**src/rtl/pwm_capture.sv**
```systemverilog
// pwm_capture: measures PWM high time and frame length, reporting static levels on timeout
module pwm_capture #(
  parameter int PERIOD  = 256,
  parameter int TIMEOUT = 512
) (
  input  logic       clk,
  input  logic       rst_n,
  input  logic       inpt,
  output logic [7:0] duty,
  output logic [9:0] period,
  output logic       valid,
  output logic       period_err,
  output logic       stuck
);
  typedef enum logic {IDLE, MEASURE} state_t;
  localparam logic [9:0] TMO_LAST = 10'(TIMEOUT - 1);
  localparam logic [9:0] PER      = 10'(PERIOD);
  state_t     state, state_nx;
  logic       s1, s2, s3;
  logic       rise, tmo;
  logic [9:0] high_cnt, per_cnt;
  // input synchronizer plus history flop for edge detection
  always_ff @(posedge clk or negedge rst_n)
    if (!rst_n) {s1, s2, s3} <= '0;
    else {s1, s2, s3} <= {inpt, s1, s2};
  // rising edge beats a coincident timeout
  always_comb begin
    rise     = s2 & ~s3;
    tmo      = (per_cnt == TMO_LAST) & ~rise;
    state_nx = rise ? MEASURE : tmo ? IDLE : state;
  end
  // FSM state register
  always_ff @(posedge clk or negedge rst_n)
    if (!rst_n) state <= IDLE;
    else state <= state_nx;
  // frame and high-time counters; restart on edge, clear on timeout, saturate otherwise
  always_ff @(posedge clk or negedge rst_n)
    if (!rst_n) begin
      per_cnt  <= '0;
      high_cnt <= '0;
    end else if (rise) begin
      per_cnt  <= 10'd1;
      high_cnt <= 10'd1;
    end else if (tmo) begin
      per_cnt  <= '0;
      high_cnt <= '0;
    end else begin
      per_cnt  <= (per_cnt == 10'h3ff) ? per_cnt : per_cnt + 10'd1;
      if (state == MEASURE && s2) high_cnt <= (high_cnt == 10'h3ff) ? high_cnt : high_cnt + 10'd1;
    end
  // report registers; the first edge after idle only arms the counters
  always_ff @(posedge clk or negedge rst_n)
    if (!rst_n) begin
      duty       <= '0;
      period     <= '0;
      valid      <= 1'b0;
      period_err <= 1'b0;
      stuck      <= 1'b0;
    end else begin
      valid <= 1'b0;
      if (rise && state == MEASURE) begin
        duty       <= (high_cnt > 10'd255) ? 8'd255 : high_cnt[7:0];
        period     <= per_cnt;
        period_err <= per_cnt != PER;
        stuck      <= 1'b0;
        valid      <= 1'b1;
      end else if (tmo) begin
        duty       <= {8{s2}};
        period     <= '0;
        period_err <= 1'b1;
        stuck      <= 1'b1;
        valid      <= 1'b1;
      end
    end
endmodule
```
**config.mk**
```make
export PLATFORM = sky130hd
export DESIGN_NAME = pwm_capture
export DESIGN_NICKNAME = d
export VERILOG_FILES = /design/src/rtl/pwm_capture.sv
export SDC_FILE = /design/constraint.sdc
export NUM_CORES = 1
export LEC_CHECK = 0
export ABC_AREA = 0
export CAP_MARGIN = 0
export CORE_MARGIN = 2
export CORE_UTILIZATION = 40
export DETAILED_ROUTE_END_ITERATION = 7
export PLACE_DENSITY = 0.57
export SLEW_MARGIN = 20
export SYNTH_ARGS = -nofsm -noshare
export SYNTH_HDL_FRONTEND = slang
export SYNTH_SLANG_ARGS = --single-unit
```
**constraint.sdc**
```tcl
create_clock -name clk -period 2.9 [get_ports clk]
set_input_delay 0.58 -clock clk [delete_from_list [all_inputs] [get_ports clk]]
set_output_delay 0.58 -clock clk [all_outputs]
set_load 0.05 [all_outputs]
```
# After elaboration in Yosys (flattened, before gate mapping)
# Index checks and enable logic that the tools add are counted.
[totals]
out_inout_bits = 21
register_bits = 45
wordCells = 49
inputBits = 3
[op_classes]
n_eq_ne = 6
n_mux = 19
bitwise_logic = 4
n_reduce_logical = 6
n_lt_le_gt_ge = 1
n_addsub = 2
[ops]
columns = ["operator", "count"]
rows = [
  ["10-bit two-way mux", 9],
  ["8-bit two-way mux", 3],
  ["10-bit by 1-bit adder with 10-bit output (second input constant)", 2],
  ["10-bit equality test (second input constant)", 2],
  ["10-bit by 9-bit equality test with 1-bit output (second input constant)", 1],
  ["10-bit by 8-bit greater-than comparator with 1-bit output (second input constant)", 1],
  ["10-bit by 9-bit inequality test with 1-bit output (second input constant)", 1],
  ["1-bit two-way mux", 7],
  ["3-bit inequality test (second input constant)", 2],
  ["2-bit nonzero test", 2],
  ["3-bit nonzero test", 1],
  ["1-bit bitwise AND", 2],
  ["1-bit logical AND", 2],
  ["1-bit NOT", 2],
  ["2-bit AND reduction", 1],
]

# Longest topological paths before layout
[logic_depth]
word_depth = 6
ltp_mapped = 6
depth_no_buf = 6

# Worst setup path after synthesis
# Ideal clock, no wire load.
[synth_path]
kind = "register -> register"
from = "register per_cnt[0]"
to = "register per_cnt[5]"
setup_time_ns = 0.120
stages_incl_launch_ff = 6
arrival_ns = 1.455
path_buffers = 0
period_less_slack_ns = 1.575
required_time_ns = 2.780
path_slack_ns = 1.325
cell_sequence = "dfrtp_1 -> ha_1 -> nand4_2 -> nor2_1 -> or3_1 -> a41o_1"
[synth_via]
elab_chain_cells = 4
word_cells_on_any_way = 8
classes_between = "add/sub: 1; eq/ne: 3; mux: 3; bitwise: 1"
[synth_rtl]
columns = ["item", "line", "source"]
rows = [
  ["start, declared", "21", "logic [9:0] high_cnt, per_cnt;"],
  ["start signal, assigned", "48", "per_cnt <= (per_cnt == 10'h3ff) ? per_cnt : per_cnt + 10'd1;"],
  ["10-bit by 1-bit adder with 10-bit output / 10-bit by 9-bit equality test with 1-bit output (equally long branches)", "48, 29", ""],
  ["10-bit two-way mux / 1-bit bitwise AND (equally long branches)", "48, 29", ""],
  ["10-bit two-way mux", "44", "end else if (tmo) begin"],
  ["10-bit two-way mux", "41", "end else if (rise) begin"],
]
# Parallel ways exist; a longest one is shown, timed or not. The select of a mux whose other input is x is not followed.
# A chain may end at the register's enable or synchronous reset.

# Final worst setup path
[layout_path]
from = "register per_cnt[0]"
to = "register period_err"
[layout_via]
elab_chain_cells = 3
word_cells_on_any_way = 5
classes_between = "eq/ne: 2; mux: 1; bitwise: 1; reduce/logical: 1"
[layout_rtl]
columns = ["item", "line", "source"]
rows = [
  ["10-bit by 9-bit equality test with 1-bit output", "29", "tmo = (per_cnt == TMO_LAST) & ~rise;"],
  ["1-bit bitwise AND", "29", ""],
  ["2-bit nonzero test (no line)", "-", ""],
  ["end signal, assigned", "57", "period_err <= 1'b0;"],
  ["end signal, assigned", "64", "period_err <= per_cnt != PER;"],
  ["end signal, assigned", "70", "period_err <= 1'b1;"],
  ["end, declared", "12", "output logic period_err,"],
]
# Parallel ways exist; a longest one is shown, timed or not.

==> flow_summary.toml <==
[detailed_routing]
drc = 0
ant_nets = 0
routed_via_density = 5.49
routed_wirelength_um = 4480
wire_per_inst_um = 15.5
drt_pre_antenna_iters = 4
via_count = 1581
drtIter0Drc = 128

[synth]
synthesis.nets = 203
synth_ff_type = "dfrtp_1"
synth_seq_cells = 45
synth.distinct_cells = 46
yosys_warnings = 0
synthArstFlopShare_pct = 100
synth_edf_count = 0
syn-mean-instance-area_um2 = 10.8
synth_cells = 197
yosysSeqAreaShare_pct = 53.0
synth_area_um2 = 2120

[floorplanning]
rows = 26
dieArea_um2 = 5910
io_pins = 24
die_width_um = 76.9
core_region_area_um2 = 5110
die_h_um = 76.9
initial_core_util_pct = 41.6

[placed_design]
gp_congestion = 0.887
port-buffer-count = 23
post_dp_cell_area_um2 = 2380
dpl.hpwl_um = 3180

[sta]
worst_pin_slew_ns = 0.561
finalHoldViolations = 0
fin_crit_sh_pct = 72.1
fin_skew_ns = 0.0108
whs_ns = 0.270
slew_headroom_pct = 62.6
rsz0062_at_grt = "no"
tns_ns = 0
setup_viol = 0
final-max-slew-violation-count = 0
final.min_clock_period_ns = 2.09
fmax_mhz = 478

[global_route]
grt_pass1_vias = 1586
grt_pass1_wl_um = 7730
grt_max_degree = 46
grt_overflow = 0
antenna_found_initial = 0
grt_usage_pct = 16.2

[pwr]
p_per_area_nw_per_um2 = 674
leakage_nw = 1.08
power.total_w = 0.00166
ir_drop_mv = 0.236

[cells_and_area]
syn_to_final_growth_pct = 16.3
design_area_um2 = 2470
post-route-util_pct = 48.3
fin_nets = 223
drive_gt1_share_pct = 9.17
antenna_cells = 0
final_common_cell = "dfrtp_1"
nFillCells = 491
mostFrequentLayoutCells = "45 x dfrtp_1, 22 x clkdlybuf4s50_1, 13 x nor2_1, 12 x o21ai_0, 11 x inv_1"

[critical_path]
ff2ff_path_depth = 6
setup.worst_path.end_class = "register"
crit_type = "register to register"
crit_fanout = 11
cp.required_ns = 3.09
critical_path_arrival_ns = 2.28
worstSetupStartpointType = "register"

[cts]
ctsHtreeMaxLevel = 2
hold_buffers = 0
cts_root_buf = "clkbuf_8"
cts.clk_slew.worst_paths_ns = 0.09
cts_tree = "yes"
cts_resized = 0
numCtsBuffers = 5
post_cts_buffers = 0
clkLatencyLatePin_ns = 0.30
clock_sinks = 45
clockBufferDepth = 2

[min_path]
worstHoldPathType = "input pin to async pin"

[job]
cap_violations = 0

[status]
status = "completed"
power by group:
part           internal, W  switching [W]
registers         0.000715       0.000123
clock network     0.000167       0.000211
logic             0.000164       0.000283
total              0.00105       0.000617
path summary, 6_finish.rpt:
kind                                             start                       to  slack (ns)
min in group clk                          s1$_DFF_PN0_             s2$_DFF_PN0_        0.36
worst min-delay path                             rst_n   per_cnt[3]$_DFFE_PN0P_        0.27
worst min register to register            s1$_DFF_PN0_             s2$_DFF_PN0_        0.36
max in group asynchronous                        rst_n  high_cnt[9]$_DFFE_PN0P_        2.24
worst max register to register  per_cnt[0]$_DFFE_PN0P_   period_err$_DFFE_PN0P_        0.81
worst max-delay path            per_cnt[0]$_DFFE_PN0P_   period_err$_DFFE_PN0P_        0.81
metal layers:
metal	wire [um]	vias up	track usage, %
met5	0	-	0
met4	55	0	6.18
met3	210	6	3.53
met2	1920	38	23.1
met1	2290	781	24.0
li1	-	756	-
cell type report:
cell class	instances	area [um^2]	share of cell area, %
Clock buffer	6	72.6	2.94
Clock inverter	2	10.0	0.405
Inverter	12	46.3	1.88
Multi-Input combinational cell	130	898	36.4
Sequential cell	45	1130	45.6
Tap cell	70	87.6	3.55
Timing Repair Buffer	23	228	9.22
cell usage after synthesis, types with 4 or more instances:
cell      n  area share (%)
nand4_1   4             1.2
dfrtp_1  45              53
nor2_1   13             2.3
a21oi_1   8             1.9
and4_1    4             1.6
mux2i_1  10             4.7
nand2_1  10             1.8
o21ai_0  12             2.8
buf_2     6             1.4
a31oi_1   4             1.2
a22o_1   10             4.1
inv_1    11             1.9
nand3_1   8             1.9
cell families (layout without fill, tap and decap cells):
| kind of cell | after synthesis | in the layout | share of synthesized area [%] |
|---|---|---|---|
| simple gates | 66 | 66 | 18.9 |
| mux | 10 | 10 | 4.71 |
| flops | 45 | 45 | 53.0 |
| buf+inv | 22 | 43 | 4.66 |
| xor+xnor | 3 | 3 | 1.24 |
| compound gates | 48 | 48 | 15.7 |
| fa+ha+maj | 3 | 3 | 1.77 |
worst max-delay path, stage by stage, from the launching register on:
cell,delay (ns)
dfrtp_1,0.45
ha_1,0.30
nand4_2,0.14
nor3_2,0.08
a21oi_2,0.44
clkinv_2,0.33
o21a_1,0.25
flip-flops by register name, indices dropped and copies added, names as in the netlist:
signal / cells
duty: 8
high_cnt: 10
per_cnt: 10
period: 10
period_err: 1
s1: 1
s2: 1
s3: 1
state: 1
stuck: 1
valid: 1
through the flow:
stage,setup WS (ns),cells
final,0.808,288
after floorplan,1.32,197
after detailed placement,0.850,280
after CTS,0.815,288
after global routing,0.648,288
after global placement,0.880,280
Power figures use the tool's default switching activity.
